===== src/rtl/pipe_stage_reg.sv =====
// Registered pipeline stage with valid/ready handshake, flush, and a saturating stall counter.
// Define PIPE_STAGE_SKID_EN to add one skid entry and drive in_ready from a register.
module pipe_stage_reg #(
    parameter int DATA_W = 133,
    parameter int CNT_W  = 16
) (
    input  logic              clk,
    input  logic              reset,
    input  logic              in_valid,
    input  logic [DATA_W-1:0] in_data,
    output logic              in_ready,
    output logic              out_valid,
    output logic [DATA_W-1:0] out_data,
    input  logic              out_ready,
    input  logic              flush,
    output logic [CNT_W-1:0]  stall_cnt
);

    logic              in_xfer_s;
    logic              out_xfer_s;
    logic              out_valid_q;
    logic              out_valid_d;
    logic [DATA_W-1:0] out_data_q;
    logic [DATA_W-1:0] out_data_d;
    logic [CNT_W-1:0]  stall_cnt_q;
    logic [CNT_W-1:0]  stall_cnt_d;

    assign in_xfer_s  = in_valid && in_ready;
    assign out_xfer_s = out_valid_q && out_ready;

    assign out_valid = out_valid_q;
    assign out_data  = out_data_q;
    assign stall_cnt = stall_cnt_q;

    // Stall counter next state: count stalled cycles, saturate at all-ones
    always_comb begin
        stall_cnt_d = stall_cnt_q;
        if (out_valid_q && !out_ready && !flush && (stall_cnt_q != {CNT_W{1'b1}})) begin
            stall_cnt_d = stall_cnt_q + {{(CNT_W-1){1'b0}}, 1'b1};
        end else begin
            stall_cnt_d = stall_cnt_q;
        end
    end

`ifdef PIPE_STAGE_SKID_EN

    logic              skid_valid_q;
    logic              skid_valid_d;
    logic [DATA_W-1:0] skid_data_q;
    logic [DATA_W-1:0] skid_data_d;
    logic              in_ready_q;
    logic              in_ready_d;

    assign in_ready = in_ready_q;

    // Main/skid entry next state; an arrival during a stall parks in the skid
    always_comb begin
        out_valid_d  = out_valid_q;
        out_data_d   = out_data_q;
        skid_valid_d = skid_valid_q;
        skid_data_d  = skid_data_q;
        if (flush) begin
            out_valid_d  = 1'b0;
            out_data_d   = {DATA_W{1'b0}};
            skid_valid_d = 1'b0;
            skid_data_d  = {DATA_W{1'b0}};
        end else if (out_xfer_s) begin
            if (skid_valid_q) begin
                out_valid_d  = 1'b1;
                out_data_d   = skid_data_q;
                skid_valid_d = 1'b0;
                skid_data_d  = {DATA_W{1'b0}};
            end else if (in_xfer_s) begin
                out_valid_d = 1'b1;
                out_data_d  = in_data;
            end else begin
                out_valid_d = 1'b0;
                out_data_d  = {DATA_W{1'b0}};
            end
        end else if (in_xfer_s) begin
            if (out_valid_q) begin
                skid_valid_d = 1'b1;
                skid_data_d  = in_data;
            end else begin
                out_valid_d = 1'b1;
                out_data_d  = in_data;
            end
        end else begin
            out_valid_d  = out_valid_q;
            out_data_d   = out_data_q;
        end
        in_ready_d = !skid_valid_d;
    end

    // State registers; reset overrides flush and every transfer
    always_ff @(posedge clk) begin
        if (reset) begin
            out_valid_q  <= 1'b0;
            out_data_q   <= {DATA_W{1'b0}};
            skid_valid_q <= 1'b0;
            skid_data_q  <= {DATA_W{1'b0}};
            in_ready_q   <= 1'b1;
            stall_cnt_q  <= {CNT_W{1'b0}};
        end else begin
            out_valid_q  <= out_valid_d;
            out_data_q   <= out_data_d;
            skid_valid_q <= skid_valid_d;
            skid_data_q  <= skid_data_d;
            in_ready_q   <= in_ready_d;
            stall_cnt_q  <= stall_cnt_d;
        end
    end

`else

    assign in_ready = !out_valid_q || out_ready;

    // Single-entry next state; in_ready guarantees a load never overwrites held data
    always_comb begin
        out_valid_d = out_valid_q;
        out_data_d  = out_data_q;
        if (flush) begin
            out_valid_d = 1'b0;
            out_data_d  = {DATA_W{1'b0}};
        end else if (in_xfer_s) begin
            out_valid_d = 1'b1;
            out_data_d  = in_data;
        end else if (out_xfer_s) begin
            out_valid_d = 1'b0;
            out_data_d  = {DATA_W{1'b0}};
        end else begin
            out_valid_d = out_valid_q;
            out_data_d  = out_data_q;
        end
    end

    // State registers; reset overrides flush and every transfer
    always_ff @(posedge clk) begin
        if (reset) begin
            out_valid_q <= 1'b0;
            out_data_q  <= {DATA_W{1'b0}};
            stall_cnt_q <= {CNT_W{1'b0}};
        end else begin
            out_valid_q <= out_valid_d;
            out_data_q  <= out_data_d;
            stall_cnt_q <= stall_cnt_d;
        end
    end

`endif

endmodule


===== config.mk =====
export PLATFORM = sky130hd
export DESIGN_NAME = pipe_stage_reg
export DESIGN_NICKNAME = d
export VERILOG_FILES = /design/src/rtl/pipe_stage_reg.sv
export SDC_FILE = /design/constraint.sdc
export NUM_CORES = 1
export LEC_CHECK = 0
export ABC_AREA = 1
export BUFFER_PORTS_ARGS = -buffer_cell sky130_fd_sc_hd__buf_4
export CORE_ASPECT_RATIO = 2
export CORE_UTILIZATION = 46
export CTS_CLUSTER_DIAMETER = 30
export DETAILED_ROUTE_END_ITERATION = 7
export MAX_ROUTING_LAYER = met4
export PLACE_DENSITY = 0.8
export REMOVE_ABC_BUFFERS = 1
export SLEW_MARGIN = 0
export SYNTH_ARGS = -nofsm -noshare
export SYNTH_HDL_FRONTEND = slang
export SYNTH_SLANG_ARGS = --single-unit

===== constraint.sdc =====
create_clock -name clk -period 1.5 [get_ports clk]
set_input_delay 0.3 -clock clk [delete_from_list [all_inputs] [get_ports clk]]
set_output_delay 0.3 -clock clk [all_outputs]
set_load 0.02 [all_outputs]

# Word level (Yosys, flattened, before mapping)
# Index checks and enable logic that the tools add are counted.
[totals]
out_inout_bits = 151
input_bits = 138
ff_bits = 150
word_cells = 20
[classes]
addsub = 1
mux = 4
n_eq_ne = 1
n_reduce_logical = 11
[ops]
columns = ["op", "count"]
rows = [
  ["133-bit two-way mux", 2],
  ["16-bit by 1-bit adder with 16-bit output, second input constant", 1],
  ["16-bit != test, second input constant", 1],
  ["1-bit logical AND", 5],
  ["1-bit logical NOT", 3],
  ["1-bit two-way mux", 2],
  ["2-bit nonzero test", 1],
  ["2-bit OR reduction", 1],
  ["1-bit logical OR", 1],
]

# Longest topological paths before layout
[logic_depth]
ltp_word = 4
mapped_depth = 9
depth_no_buf = 9

# Least setup slack after synthesis
# No wires, ideal clock.
[synth_path]
path_type = "flip-flop to flip-flop"
start = "reg stall_cnt_q[1], in the netlist stall_cnt[1]"
end = "reg stall_cnt_q[15], in the netlist stall_cnt[15]"
arrival_time_ns = 1.410
period_less_slack_ns = 1.525
required_time_ns = 1.385
slack_ns = -0.025
path_buffers = 1
stages_incl_launch_ff = 8
setup_time_ns = 0.115
path_cell_list = "dfxtp_1 > ha_1 > nand3_2 > nor2_2 > nand3_2 > buf_6 > a21oi_1 > nor2_1"
[synth_via]
elab_chain_len = 2
elab_cells_between_ends = 3
cone_classes = "add/sub (1); eq/ne (1); reduce/logical (1)"
[synth_lines]
columns = ["element", "line_no", "text"]
rows = [
  ["start, declared", "25", "logic [CNT_W-1:0] stall_cnt_q;"],
  ["start signal, assigned", "142", "stall_cnt_q <= {CNT_W{1'b0}};"],
  ["start signal, assigned", "146", "stall_cnt_q <= stall_cnt_d;"],
  ["parallel branches: the longest is 2 deep, another holds 16-bit by 1-bit adder with 16-bit output", "n/a", ""],
]
# Several ways; the timed one is not identified.
# A chain may end at the register's enable or synchronous reset.

# Final worst setup path
[layout_path]
start = "reg out_valid_q, in the netlist out_valid"
end = "out in_ready"
[layout_via]
elab_chain_len = 2
[layout_lines]
columns = ["element", "line_no", "text"]
rows = [
  ["start, declared", "21", "logic out_valid_q;"],
  ["start signal, assigned", "144", "out_valid_q <= out_valid_d;"],
  ["1-bit logical NOT", "116", "assign in_ready = !out_valid_q || out_ready;"],
  ["1-bit logical OR", "116", ""],
  ["end, declared", "11", "output logic in_ready,"],
]
# Every way passes these cells.

==> metrics.md <==
| Metric | Value |
|---|---|
| Synth area leader | `dfxtp_1` |
| Post-synth top area share | `0.515` |
| P_sw | `2.46 mW` |
| P per Cell Area | `between 1000 and 1500 nW/µm²` |
| Fillers | `990` |
| Synthesized area per cell | `about 7.7 µm²` |
| Hold Fails Final Rpt | `0` |
| Clk slew on worst S/H paths | `roughly 0.06 ns` |
| TritonCTS Buffers | `17` |
| Core Box Area | `around 12000 µm²` |
| CP endpoint kind | `output pin` |
| HP Start | `reset` |
| Fin area | `approximately 8900 µm²` |
| Post-Route WL | `19300 µm` |
| Fmax | `just under 0.7 GHz` |
| CTS tree | `done` |
| Most common cell in the synthesized netlist | `nand2_1` |
| Xor and xnor area share after synthesis | `0` |
| DP Worst Slack | `approximately 0.10 ns` |
| Via-to-Cell Ratio | `roughly 5.3` |
| Slew @ Worst Pin | `between 0.4 and 0.5 ns` |
| Sw frac | `0.255` |
| Largest net degree at the start of global routing | `100` |
| Remaining DRCs | `0` |
| Relative slew slack | `0.702` |
| Sequential area share after synthesis | `0.515` |
| Drt first-iter violations | `between 200 and 300` |
| Simple-gate area share of the yosys netlist | `0.287` |
| I/O pin cnt | `289` |
| Initial antenna violation count | `0` |
| Clock Path Buffers | `2` |
| Placed cells | `between 1000 and 1500` |
| Total gr overflow | `0` |
| Placed cell area | `about 8200 µm²` |
| Worst Hold End | `stall_cnt[10]` |
| R2R setup slack | `approximately 0.070 ns` |
| Area grow syn2layout | `53.4%` |
| Post-Layout Cell Count | `between 1000 and 1500` |
| CP Max Fanout | `4` |
| Hpwl dp | `roughly 13000 µm` |
| HP Class | `primary input to register` |
| Post-synth ARST share | `0` |
| Comb pwr share | `0.123` |
| Final worst path period need | `1.44 ns` |
| Pins Over Slew Limit | `0` |
| Yosys cell types | `21` |
| Synth Area in Compound Gates | `0.129` |
| Root Driver | `clkbuf_16` |
| Clk pwr share | `0.448` |
| Hold Crit Depth | `2` |
| Post-layout nets | `between 1000 and 1500` |
| Reg-to-Reg End | `stall_cnt[15]` |
| Initial core utilization | `0.475` |
| R2r worst-path depth | `7` |
| Vias in the first global route | `6007` |
| Full die area | `approximately 13000 µm²` |
| Post-synthesis cell count | `759` |
| Clock Skews | `a little under 0.009 ns` |
| DIE HEIGHT | `~160 µm` |
| Input/output buffers | `288` |
| Top cells by area, synth | `dfxtp_1, nand3_1, a21oi_1` |
| Seq cells post-synth | `150` |
| Startpoint types | `register` |
| Max VDD drop | `0.921 mV` |
| Adder and majority gate portion of the synthesized area | `0.00215` |
| Final period utilization | `0.959` |
| Post-synth EDFFs | `0` |
| Reg area | `around 3000 µm²` |
| DRT antenna net count | `0` |
| Drt pass-1 iters | `5` |
| Total Routing Usage GR | `0.296` |
| Multiplexer share of the synthesized area | `0` |
| Clock Latency Late Sink | `0.41 ns` |
| Ant diodes | `0` |
| Post-synthesis cell area | `5830 µm²` |
| Leakage | `between 3 and 4 nW` |
| Final RePlAce weighted congestion | `roughly 0.95` |
| Synth Warn # | `0` |
| Post-synth top flop | `dfxtp_1` |
| Worst setup path class | `register to output pin` |
| Share of cells above drive strength 1 | `0.356` |
| Wire per inst | `16.1 µm` |
| # setup viols final | `0` |
| Area of the multi-input gates | `between 2000 and 2500 µm²` |
| First-pass GRT wire length | `about 29000 µm` |
| Slack of the critical path | `around 0.06 ns` |
| Die outline width | `approximately 80 µm` |
| Reg2reg start | `stall_cnt[0]` |
| Via count | `approximately 6300` |
| Largest family of logic cells by synthesized area | `simple AND/OR/NAND/NOR gates` |
| Htree depth | `4` |
| Max-cap violation count | `0` |
| Flop pwr share | `0.430` |
| Clock sink count | `150` |
| Outcome | `completed` |
| Internal cell power | `7.21 mW` |
| FP Rows | `57` |
| Synth cell count leaders | `nand2_1, dfxtp_1, nand3_1` |
| Worst path required time | `1.20 ns` |
| Arrival @ worst endpoint | `between 1 and 1.5 ns` |
kinds of logic (layout without fill, tap and decap cells):
logic type	Yosys count	after routing
flip-flops	150	150
AO/OA/AOI/OAI	148	148
buffers and inverters	79	371
AND/OR/NAND/NOR	381	381
adder cells (fa/ha/maj)	1	1
sequential cells by signal, indices dropped and copies added (netlist names):
name,count
stall_cnt,16
out_data,133
out_valid,1
worst max-delay path, stage by stage, from the launching register on:
cell and delay, ns:
dfxtp_4 0.37, nand2_8 0.07, buf_16 0.14, buf_4 0.15
cell usage in the layout (no fill, tap or decap), drive strengths merged:
master	instances
dfxtp	150
clkbuf	18
nor3	2
nand3	152
nand4	3
bufinv	2
nand2	178
inv	25
buf	318
clkinvlp	2
bufbuf	2
nor2	45
ha	1
clkinv	4
o21ai	3
a21oi	145
and2	1
cell type report:
type                       count  area share
multi-input combinational    530       0.278
inverter                      19     0.00797
clock inverter                14      0.0186
sequential                   150       0.336
timing repair buffer         320       0.289
tap                          147      0.0206
clock buffer                  18      0.0491
through the flow:
stage          hold WS (ns)  TNS, ns  total power [mW]  utilization
2_1_floorplan         0.372  -253.87              4.72            -
3_3_place_gp          0.448        0              5.39        0.668
3_5_place_dp          0.452        0              5.40        0.668
4_1_cts              0.0348        0              9.75        0.725
5_1_grt              0.0449   -0.112              10.0        0.729
6_report             0.0533        0              9.68        0.729
worst max path at each step:
stage,startpoint,to,slack (ns),cells past startpoint
floorplan,out_valid,out_data[0],-1.86,4
global placement,out_ready,out_data[82],0.13,7
detailed placement,stall_cnt[0],stall_cnt[15],0.10,7
CTS,out_valid,in_ready,0.0002,3
global route,stall_cnt[8],stall_cnt[0],-0.05,9
finish,out_valid,in_ready,0.06,3
per-layer routing:
layer  vias up  wire, µm  global-route usage
li1       3094         -                   -
met5         -         0                   -
met4         0       870               0.165
met2       272     10300               0.502
met1      2920      7020               0.308
met3        61      1170              0.0616
power groups by stage:
stage / clock, mW / sequential [mW] / combinational, mW
3_3_place_gp: 0 / 4.24 / 1.15
5_1_grt: 4.56 / 4.17 / 1.27
6_report: 4.33 / 4.16 / 1.19
4_1_cts: 4.41 / 4.16 / 1.19
3_5_place_dp: 0 / 4.25 / 1.16
2_1_floorplan: 0 / 4.39 / 0.333
what timing repair did:
item	CTS	global route
setup endpoints to repair	1	8
hold buffers	0	0
setup buffers	2	2
gates resized for setup	4	12
pin swaps	1	2
cloned	2	0
Note: power is estimated with default switching activity, not from simulation.
